File: src/rtl/sisc_lsu.sv
// sisc_lsu: load/store sequencer between the SISC execute stage and word-addressed data memory
//   Accepts one load/store at a time, shapes the memory write-enable pulse
//   (setup / pulse / hold) and returns a one-cycle response.
//   Optional build macro: SISC_LSU_MERGE_EN (byte-masked read-modify-write stores).
//   Ports:
//     clk, rst_f                 clock, synchronous active-low reset
//     req_valid/req_ready        request handshake
//     req_store/addr/wdata/mask  request payload
//     resp_valid/rdata/err       one-cycle completion pulse with load data / range error
//     read_addr, read_data       combinational memory read port
//     write_addr/data, dm_we     memory write port, commits on dm_we falling edge
module sisc_lsu #(
    parameter int          RD_LAT   = 1,
    parameter int          WE_WIDTH = 1,
    parameter logic [15:0] MAX_ADDR = 16'hFFFC
) (
    input  logic        clk,
    input  logic        rst_f,
    input  logic        req_valid,
    output logic        req_ready,
    input  logic        req_store,
    input  logic [15:0] req_addr,
    input  logic [31:0] req_wdata,
    input  logic [3:0]  req_mask,
    output logic        resp_valid,
    output logic [31:0] resp_rdata,
    output logic        resp_err,
    output logic [15:0] read_addr,
    input  logic [31:0] read_data,
    output logic [15:0] write_addr,
    output logic [31:0] write_data,
    output logic        dm_we
);
    localparam int CMAX = RD_LAT > WE_WIDTH ? RD_LAT : WE_WIDTH;
    localparam int CW   = $clog2(CMAX + 1);
    typedef enum logic [2:0] {IDLE, RD_WAIT, RD_CAP, WR_SETUP, WR_PULSE, WR_HOLD, RESP} state_t;
    state_t        state, state_n, go;
    logic [CW-1:0] cnt;
    logic          st;
    logic [15:0]   addr;
    logic [31:0]   wdata, merged;
    logic          accept, bad;
    assign accept     = req_valid && state == IDLE;
    assign bad        = req_addr > MAX_ADDR;
    assign req_ready  = state == IDLE;
    assign resp_valid = state == RESP;
`ifdef SISC_LSU_MERGE_EN
    logic [3:0] mask;
    // partial stores read the word first; an empty mask completes without touching memory
    assign go = bad ? RESP : !req_store ? RD_WAIT : req_mask == 4'h0 ? RESP :
                req_mask != 4'hF ? RD_WAIT : WR_SETUP;
    always_comb begin
        merged = read_data;
        for (int i = 0; i < 4; i++)
            if (mask[i]) merged[8*i +: 8] = wdata[8*i +: 8];
    end
    always_ff @(posedge clk)
        if (!rst_f) mask <= '0;
        else if (accept) mask <= req_mask;
`else
    logic unused_mask;
    assign unused_mask = ^req_mask;
    assign go          = bad ? RESP : req_store ? WR_SETUP : RD_WAIT;
    assign merged      = wdata;
`endif
    always_comb begin
        state_n = state;
        case (state)
            IDLE:     state_n = req_valid ? go : IDLE;
            RD_WAIT:  state_n = cnt == CW'(RD_LAT - 1) ? RD_CAP : RD_WAIT;
            RD_CAP:   state_n = st ? WR_SETUP : RESP;
            WR_SETUP: state_n = WR_PULSE;
            WR_PULSE: state_n = cnt == CW'(WE_WIDTH - 1) ? WR_HOLD : WR_PULSE;
            WR_HOLD:  state_n = RESP;
            RESP:     state_n = IDLE;
            default:  state_n = IDLE;
        endcase
    end
    always_ff @(posedge clk) begin
        if (!rst_f) begin
            state      <= IDLE;
            cnt        <= '0;
            st         <= 1'b0;
            addr       <= '0;
            wdata      <= '0;
            resp_rdata <= '0;
            resp_err   <= 1'b0;
            read_addr  <= '0;
            dm_we      <= 1'b0;
            // a reset landing mid-pulse keeps the write port steady so the forced
            // falling edge of dm_we commits the intended word
            if (!dm_we) begin
                write_addr <= '0;
                write_data <= '0;
            end
        end else begin
            state <= state_n;
            cnt   <= state_n == state ? cnt + 1'b1 : '0;
            dm_we <= state_n == WR_PULSE;
            if (accept) begin
                st       <= req_store;
                addr     <= req_addr;
                wdata    <= req_wdata;
                resp_err <= bad;
            end
            if (accept && bad) resp_rdata <= '0;
            if (accept && state_n == RD_WAIT) read_addr <= req_addr;
            if (state == RD_CAP && !st) resp_rdata <= read_data;
            if (state != WR_SETUP && state_n == WR_SETUP) begin
                write_addr <= state == IDLE ? req_addr : addr;
                write_data <= state == IDLE ? req_wdata : merged;
            end
        end
    end
endmodule

File: config.mk
export PLATFORM = sky130hd
export DESIGN_NAME = sisc_lsu
export DESIGN_NICKNAME = d
export VERILOG_FILES = /design/src/rtl/sisc_lsu.sv
export SDC_FILE = /design/constraint.sdc
export NUM_CORES = 1
export LEC_CHECK = 0
export CAP_MARGIN = 20
export CORE_ASPECT_RATIO = 1.25
export CORE_MARGIN = 8
export CORE_UTILIZATION = 35
export CTS_CLUSTER_DIAMETER = 100
export DETAILED_ROUTE_END_ITERATION = 10
export DONT_BUFFER_PORTS = 1
export PLACE_DENSITY_LB_ADDON = 0.05
export SLEW_MARGIN = 30
export SYNTH_ARGS = -nofsm -noshare
export SYNTH_HDL_FRONTEND = slang
export SYNTH_SLANG_ARGS = --single-unit
File: constraint.sdc
create_clock -name clk -period 8.54 [get_ports clk]
set_input_delay 0.427 -clock clk [delete_from_list [all_inputs] [get_ports clk]]
set_output_delay 0.427 -clock clk [all_outputs]
set_load 0.05 [all_outputs]
==> results of run 1 <==
## cells by family (layout without fill, tap and decap cells)
group                  count (synthesis)  count (layout)  synth area share
buffers and inverters                 62              39           0.03935
DFF                                  151             151            0.5510
AOI/OAI and AO/OA                    206             206            0.2363
and+or+nand+nor                      271             271            0.1734
## cell usage in the layout, fill, tap and decap left out, types with 2 or more instances in the layout
cell                        count
sky130_fd_sc_hd__a21boi_0     123
sky130_fd_sc_hd__inv_6          2
sky130_fd_sc_hd__clkbuf_16     20
sky130_fd_sc_hd__o21ai_0       17
sky130_fd_sc_hd__buf_4          6
sky130_fd_sc_hd__nand2_1      231
sky130_fd_sc_hd__clkinv_4       2
sky130_fd_sc_hd__nand3_1       16
sky130_fd_sc_hd__nor2_1         3
sky130_fd_sc_hd__clkinv_2       2
sky130_fd_sc_hd__nand2b_1       3
sky130_fd_sc_hd__a21oi_1        4
sky130_fd_sc_hd__clkbuf_1       4
sky130_fd_sc_hd__dfxtp_1      103
sky130_fd_sc_hd__a21boi_1      23
sky130_fd_sc_hd__nor2b_1        4
sky130_fd_sc_hd__o211ai_1      33
sky130_fd_sc_hd__nand4_1        3
sky130_fd_sc_hd__edfxtp_1      48
## worst max-delay path, delay by kind of cell
kind / cells / cell delay, ps
AND/OR/NAND/NOR: 1 / 1170
AO/OA/AOI/OAI: 3 / 1000
buffers and inverters: 1 / 330
## final cells by class
type	instances	share of cell area
tap	228	0.04037
sequential	151	0.4958
timing repair buffer	6	0.006374
multi-input combinational	477	0.3757
inverter	1	0.0005312
clock inverter	8	0.008322
clock buffer	24	0.07295
## state kept, by name, indices dropped and copies added, names as in the netlist
signal and flops:
write_data 32, merged 32, resp_err 1, state 3, write_addr 16, dm_we 1
st 1, read_addr 16, cnt 1, addr 16, resp_rdata 32
## routing by layer
layer	GRT usage	up-vias
met2	0.2429	153
met5	0	-
met1	0.1803	2249
li1	-	2298
met4	0.04021	0
met3	0.06924	16
## worst max-delay path by stage
stage                              endpoint  cells past startpoint
6_report        write_addr[9]$_SDFFCE_PN0P_                      5
5_1_grt                           req_ready                      3
4_1_cts         write_addr[9]$_SDFFCE_PN0P_                      5
3_5_place_dp   write_addr[11]$_SDFFCE_PN0P_                      5
3_3_place_gp   write_addr[11]$_SDFFCE_PN0P_                      5
2_1_floorplan   write_addr[0]$_SDFFCE_PN0P_                      5
## power breakdown
part / total, mW / leakage [nW] / switching, mW / internal, mW
combinational: 0.351 / 0.772 / 0.251 / 0.100
sequential: 1.20 / 1.33 / 0.330 / 0.873
clock: 0.725 / 0.281 / 0.298 / 0.427
==> load_flow_metrics.sql, run 1 <==
INSERT INTO impl_metrics (metric_group, metric, value, unit) VALUES
('sta', 'whs', '86.31', 'ps'),
('global_routing', 'number_of_antenna_violations_at_the_first_check_in_global_routing', '0', ''),
('synth', 'synth_top_flop_cell', 'sky130_fd_sc_hd__dfxtp_1', ''),
('clock_tree', 'cts_htree_levels', '4', ''),
('layout', 'multi_input_comb_area', '2655', 'um2'),
('worst_setup_path', 'critical_path.cell_chain', 'o211ai_1 -> or4_2 -> a221o_1 -> a41o_2 -> buf_4', ''),
('floorplanning', 'fp.dieW', '136.6', 'um'),
('synth', 'synth_top_area_share', '0.3243', ''),
('worst_setup_path', 'crit_slowest_cell', 'sky130_fd_sc_hd__or4_2', ''),
('sta', 'timing.max_slew.rel_slack', '0.3563', ''),
('synth', 'synth_top_area_cell', 'sky130_fd_sc_hd__dfxtp_1', ''),
('worst_setup_path', 'timing.critical_path.from', 'req_addr[0]', ''),
('clock_tree', 'cts_inserted_buffers', '17', ''),
('run_status', 'outcome', 'finished, final reports clean', ''),
('power', 'ir_drop', '130.5', 'uV'),
('global_routing', 'first_global_vias', '4619', ''),
('placed_design', 'gp_routability_congestion', '0.7060', ''),
('floorplanning', 'start_util', '0.3540', ''),
('route', 'firstDrtPassIters', '6', ''),
('synth', 'yosysSeqAreaShare', '0.5510', ''),
('clock_tree', 'worstSkewPairLatency', '420', 'ps'),
('sta', 'max_clock_freq', '346.5', 'MHz'),
('layout', 'diodes', '0', ''),
('layout', 'final-seq-area', '3503', 'um2'),
('sta', 'period_needed', '2886', 'ps'),
('sta', 'total_count_of_max_transition_violations_in_the_final_report', '0', ''),
('route', 'final_antenna_net_count', '0', ''),
('sta', 'grt_setup_unrepaired', 'false', ''),
('worst_setup_path', 'timing.setup.critical_path_class', 'input port to flip-flop', ''),
('global_routing', 'grt.total_usage', '0.1523', ''),
('synth', 'synth-async-reset-ratio', '0', ''),
('route', 'wire_per_inst', '19.30', 'um'),
('worst_setup_path', 'cp-start-kind', 'input port', ''),
('job', 'max_cap_viols', '0', ''),
('synth', 'most_common_cell_in_the_synthesized_netlist', 'sky130_fd_sc_hd__nand2_1', ''),
('global_routing', 'globalRouteOverflowTotal', '0', ''),
('worst_setup_path', 'arrival_time_of_the_worst_setup_path', '2990', 'ps'),
('route', 'postRouteWirelength', '17270', 'um'),
('clock_tree', 'cts_setup_buffers', '0', ''),
('power', 'total_leakage_power', '2.385', 'nW'),
('worst_setup_path', 'worst_path_largest_cell_delay', '1170', 'ps'),
('floorplanning', 'std_cell_rows', '55', ''),
('worst_setup_path', 'crit_path_end_kind', 'flip-flop', ''),
('global_routing', 'grt_max_degree', '154', ''),
('route', 'detailroute.via_count', '4716', ''),
('global_routing', 'first_pass_grt_wire_length', '26900', 'um'),
('route', 'top_layer', 'met4', ''),
('sta', 'final_critical_path_share_of_the_clock_period', '0.3379', ''),
('sta', 'finalHoldViolCount', '0', ''),
('sta', 'max_slew.worst_pin.slew', '962.0', 'ps'),
('clock_tree', 'clkSinkCount', '151', ''),
('synth', 'synth.net_count', '778', ''),
('clock_tree', 'cts_tree', 'done', ''),
('synth', 'synth_warnings', '0', ''),
('route', 'post_drt_via_cell_ratio', '5.269', ''),
('clock_tree', 'cts.root.buffer_cell', 'sky130_fd_sc_hd__clkbuf_16', ''),
('worst_setup_path', 'critical_path_required', '8650', 'ps'),
('layout', 'post-route-util', '0.3935', ''),
('layout', 'area_growth', '11.14', '%'),
('layout', 'fillerInstances', '1783', ''),
('layout', 'post_layout_nonfiller_instances', '895', ''),
('layout', 'layout.nets', '742', ''),
('synth', 'synth.area.top_cells', 'sky130_fd_sc_hd__dfxtp_1 32%, sky130_fd_sc_hd__edfxtp_1 23%, sky130_fd_sc_hd__a21boi_0 15%', ''),
('route', 'drtIter0Drc', '293', ''),
('clock_tree', 'cts_hold_repair.buffers', '0', ''),
('synth', 'synth_common_cells', '232 x sky130_fd_sc_hd__nand2_1, 123 x sky130_fd_sc_hd__a21boi_0, 103 x sky130_fd_sc_hd__dfxtp_1, 48 x sky130_fd_sc_hd__edfxtp_1, 46 x sky130_fd_sc_hd__clkbuf_1', ''),
('power', 'overall_power_of_the_completed_layout', '2.278', 'mW'),
('layout', 'stdcell_area', '7067', 'um2'),
('route', 'route.detailed.drc', '0', ''),
('sta', 'setup_tns', '0', 'ps'),
('placed_design', 'placed_cell_area', '6475', 'um2');
Note: power is estimated with default switching activity, not from simulation.
==> run 2, diff against run 1 <==
--- a/config.mk
+++ b/config.mk
@@ -5,6 +5,7 @@
 export SDC_FILE = /design/constraint.sdc
 export NUM_CORES = 1
 export LEC_CHECK = 0
+export ABC_AREA = 1
 export CAP_MARGIN = 20
 export CORE_ASPECT_RATIO = 1.25
 export CORE_MARGIN = 8
==> constraint.sdc (replaced) <==
create_clock -name clk -period 2.3 [get_ports clk]
set_input_delay 0.115 -clock clk [delete_from_list [all_inputs] [get_ports clk]]
set_output_delay 0.115 -clock clk [all_outputs]
set_load 0.05 [all_outputs]
==> load_flow_metrics.sql, run 2 <==
INSERT INTO impl_metrics (metric_group, metric, value, unit) VALUES
('run_status', 'outcome', 'finished, final reports clean', ''),
('clock_tree', 'cts_inserted_buffers', '17', ''),
('power', 'total_leakage_power', '3.009', 'nW'),
('power', 'power-per-cell-area', '1609', 'nW/um2'),
('clock_tree', 'ctsResizeCount', '0', ''),
('sta', 'max_slew.worst_pin.slew', '707.7', 'ps'),
('power', 'power_frac_comb', '0.237', ''),
('clock_tree', 'cts_htree_levels', '4', ''),
('sta', 'skew', '6.400', 'ps'),
('floorplanning', 'floorplan.core_area', '16840', 'um2'),
('route', 'firstDrtPassIters', '5', ''),
('floorplanning', 'die-height', '162.4', 'um'),
('worst_setup_path', 'destination_of_the_critical_timing_path', 'write_data[16]$_SDFFCE_PN0P_', ''),
('synth', 'yosys.cell_types.count', '20', ''),
('clock_tree', 'clkSinkCount', '151', ''),
('global_routing', 'first_global_vias', '4783', ''),
('synth', 'synth_common_cells', '151 x sky130_fd_sc_hd__nand2_1, 104 x sky130_fd_sc_hd__a21oi_1, 103 x sky130_fd_sc_hd__dfxtp_1, 101 x sky130_fd_sc_hd__nor2_1, 70 x sky130_fd_sc_hd__o21ai_0', ''),
('floorplanning', 'pin_count', '188', ''),
('worst_setup_path', 'r2r-start', 'state[1]$_SDFF_PN0_', ''),
('worst_setup_path', 'timing.critical_path.depth', '8', ''),
('placed_design', 'placement.io_buffers', '0', ''),
('worst_setup_path', 'r2r_slack', '360', 'ps'),
('sta', 'total_count_of_max_transition_violations_in_the_final_report', '0', ''),
('power', 'power.switching', '5.831', 'mW'),
('worst_hold_path', 'hp-class', 'input port to flip-flop', ''),
('worst_setup_path', 'arrival_time_of_the_worst_setup_path', '2050', 'ps'),
('synth', 'yosys_register_bits', '151', ''),
('sta', 'final-setup-viol-count', '0', ''),
('synth', 'netlist_instances', '724', ''),
('clock_tree', 'clock_tree.buffer_depth', '2', ''),
('sta', 'final_critical_path_share_of_the_clock_period', '0.8414', ''),
('worst_setup_path', 'worst_path_largest_cell_delay', '370', 'ps'),
('worst_setup_path', 'crit_path_end_kind', 'flip-flop', ''),
('route', 'detailroute.via_count', '4994', ''),
('layout', 'most_common_cell_after_layout_fill_and_taps_aside', 'sky130_fd_sc_hd__nand2_1', ''),
('global_routing', 'first_pass_grt_wire_length', '26800', 'um'),
('worst_setup_path', 'critical_path.n_buffers_inverters', '2', ''),
('layout', 'layout.nets', '883', ''),
('job', 'max_cap_viols', '0', ''),
('global_routing', 'globalRouteOverflowTotal', '0', ''),
('worst_setup_path', 'critical_path.cell_chain', 'nor2_2 -> nand3_2 -> inv_2 -> o21ai_1 -> a21oi_1 -> nand2_1 -> o21ai_4 -> buf_12', ''),
('synth', 'synth.net_count', '812', ''),
('floorplanning', 'fp.dieW', '133.1', 'um'),
('layout', 'mostFrequentLayoutCells', '150 x sky130_fd_sc_hd__nand2_1, 104 x sky130_fd_sc_hd__a21oi_1, 103 x sky130_fd_sc_hd__dfxtp_1', ''),
('synth', 'yosysSeqAreaShare', '0.5837', ''),
('worst_setup_path', 'timing.critical_path.from', 'state[1]$_SDFF_PN0_', ''),
('route', 'post_drt_via_cell_ratio', '4.858', ''),
('power', 'netSwitchingFraction', '0.4727', ''),
('layout', 'diodes', '0', ''),
('layout', 'area_growth', '27.70', '%'),
('synth', 'synth.area.top_cells', 'sky130_fd_sc_hd__dfxtp_1 34%, sky130_fd_sc_hd__edfxtp_1 24%, sky130_fd_sc_hd__nand2_1 9.4%', ''),
('sta', 'grt_setup_unrepaired', 'false', ''),
('synth', 'synth-edff-count', '48', ''),
('worst_setup_path', 'ff2ff_path_depth', '8', ''),
('route', 'route.detailed.drc', '0', ''),
('worst_setup_path', 'timing.critical_path.max_delay_family', 'simple AND/OR/NAND/NOR gates', ''),
('power', 'sequentialPowerShare', '0.537', ''),
('power', 'p_clk_frac', '0.226', ''),
('synth', 'most_common_cell_in_the_synthesized_netlist', 'sky130_fd_sc_hd__nand2_1', ''),
('sta', 'setup_tns', '0', 'ps'),
('synth', 'synth_top_flop_cell', 'sky130_fd_sc_hd__dfxtp_1', ''),
('route', 'drtIter0Drc', '463', ''),
('floorplanning', 'std_cell_rows', '53', ''),
('synth', 'netlist_area', '6002', 'um2'),
('layout', 'final_layout_size_suffix_gt1_frac', '0.07426', ''),
('floorplanning', 'dieArea', '21620', 'um2'),
('sta', 'period_needed', '1935', 'ps'),
('power', 'overall_power_of_the_completed_layout', '12.33', 'mW'),
('floorplanning', 'start_util', '0.3563', ''),
('worst_setup_path', 'crit_slowest_cell', 'sky130_fd_sc_hd__dfxtp_1', ''),
('synth', 'synth_top_area_cell', 'sky130_fd_sc_hd__dfxtp_1', ''),
('sta', 'finalHoldViolCount', '0', ''),
('synth', 'synth_warnings', '0', ''),
('worst_hold_path', 'whs_path_depth', '2', ''),
('sta', 'timing.max_slew.rel_slack', '0.5282', ''),
('route', 'final_antenna_net_count', '0', ''),
('sta', 'max_clock_freq', '516.7', 'MHz'),
('clock_tree', 'clock_input_transition_at_the_sequential_cells_of_the_worst_setup_and_hold_paths', '60', 'ps'),
('global_routing', 'grt.total_usage', '0.1568', ''),
('synth', 'synth-async-reset-ratio', '0', ''),
('worst_setup_path', 'timing.setup.critical_path_class', 'flip-flop to flip-flop', ''),
('placed_design', 'gp_routability_congestion', '0.8646', ''),
('clock_tree', 'worstSkewPairLatency', '410', 'ps'),
('route', 'postRouteWirelength', '17090', 'um'),
('synth', 'postSynthAreaPerCell', '8.290', 'um2'),
('clock_tree', 'cts.root.buffer_cell', 'sky130_fd_sc_hd__clkbuf_16', ''),
('placed_design', 'dp_hpwl', '10660', 'um'),
('global_routing', 'grt_max_degree', '87', ''),
('worst_setup_path', 'critical_path_required', '2420', 'ps'),
('global_routing', 'number_of_antenna_violations_at_the_first_check_in_global_routing', '0', ''),
('route', 'wire_per_inst', '16.62', 'um'),
('power', 'intPower', '6.504', 'mW'),
('clock_tree', 'cts_tree', 'done', ''),
('synth', 'synth_top_area_share', '0.3435', ''),
('power', 'ir_drop', '635.2', 'uV'),
('worst_setup_path', 'r2r_end', 'write_data[16]$_SDFFCE_PN0P_', ''),
('worst_setup_path', 'critical_path_peak_fanout', '23', ''),
('worst_setup_path', 'cp-start-kind', 'flip-flop', '');
-- run 2: cell types whose count changed in the layout (fill, tap and decap cells not counted), moves of 5 or more --
cell,before,now
sky130_fd_sc_hd__nand2_1,231,150
sky130_fd_sc_hd__o211ai_1,33,0
sky130_fd_sc_hd__nor2_1,3,101
sky130_fd_sc_hd__inv_2,1,6
sky130_fd_sc_hd__dlygate4sd3_1,0,84
sky130_fd_sc_hd__nand3_1,16,37
sky130_fd_sc_hd__inv_1,0,44
sky130_fd_sc_hd__buf_4,6,14
sky130_fd_sc_hd__a21oi_1,4,104
sky130_fd_sc_hd__o21ai_0,17,70
sky130_fd_sc_hd__a21boi_0,123,0
sky130_fd_sc_hd__a21boi_1,23,0
-- run 2: stage by stage --
step           hold slack (ps)  instances    util  area, um2  setup slack (ps)
4_1_cts                  1.430       1024  0.4522       7617             143.8
5_1_grt                  22.18       1028  0.4551       7665             195.6
3_3_place_gp             256.8        909  0.3670       6182             211.1
2_1_floorplan            249.9        724       -       6006             38.81
6_report                 18.96       1028  0.4551       7665             364.7
3_5_place_dp             259.2        909  0.3670       6182             148.2
-- run 2: logic make-up after synthesis --
kind of cell,share of synthesized area
flops,0.5837
simple gates,0.2005
compound gates,0.1468
buf+inv,0.06900
-- run 2: layout make-up --
| class | instances | area [um2] |
|---|---|---|
| Fill cell | 1659 | 9179 |
| Sequential cell | 151 | 3503 |
| Multi-Input combinational cell | 474 | 2098 |
| Timing Repair Buffer | 101 | 1013 |
| Clock buffer | 19 | 432.9 |
| Tap cell | 220 | 275.3 |
| Inverter | 50 | 187.7 |
| Clock inverter | 13 | 153.9 |
-- run 2: repair_timing --
item                                    4_1_cts  5_1_grt
setup buffers                                 0        2
hold buffers                                 83        2
endpoints found under the setup margin        0       26
endpoints found under the hold margin       148        2
-- run 2: worst min-delay path by stage --
stage                      start                            to  slack [ps]
finish              req_addr[14]  write_addr[14]$_SDFFCE_PN0P_          20
global route        req_addr[11]  write_addr[11]$_SDFFCE_PN0P_          20
CTS                 req_wdata[9]   write_data[9]$_SDFFCE_PN0P_           1
detailed placement   req_addr[4]     read_addr[4]$_SDFFE_PN0P_         260
global placement     req_addr[1]     read_addr[1]$_SDFFE_PN0P_         260
floorplan            req_addr[0]     read_addr[0]$_SDFFE_PN0P_         250
-- run 2: metal layers --
metal | vias up | routed length, um | GRT usage
met5 | - | 0 | 0
li1 | 2511 | - | -
met2 | 175 | 8062 | 0.2487
met1 | 2290 | 7451 | 0.1895
met3 | 18 | 1284 | 0.06019
met4 | 0 | 292 | 0.05882
-- run 2: power by group through the flow --
stage	Sequential [mW]	Combinational [mW]	Clock [mW]
floorplan	6.50	2.18	0
global placement	6.70	2.69	0
detailed placement	6.71	2.75	0
CTS	6.66	2.92	2.87
global route	6.73	3.36	2.97
finish	6.62	2.92	2.79
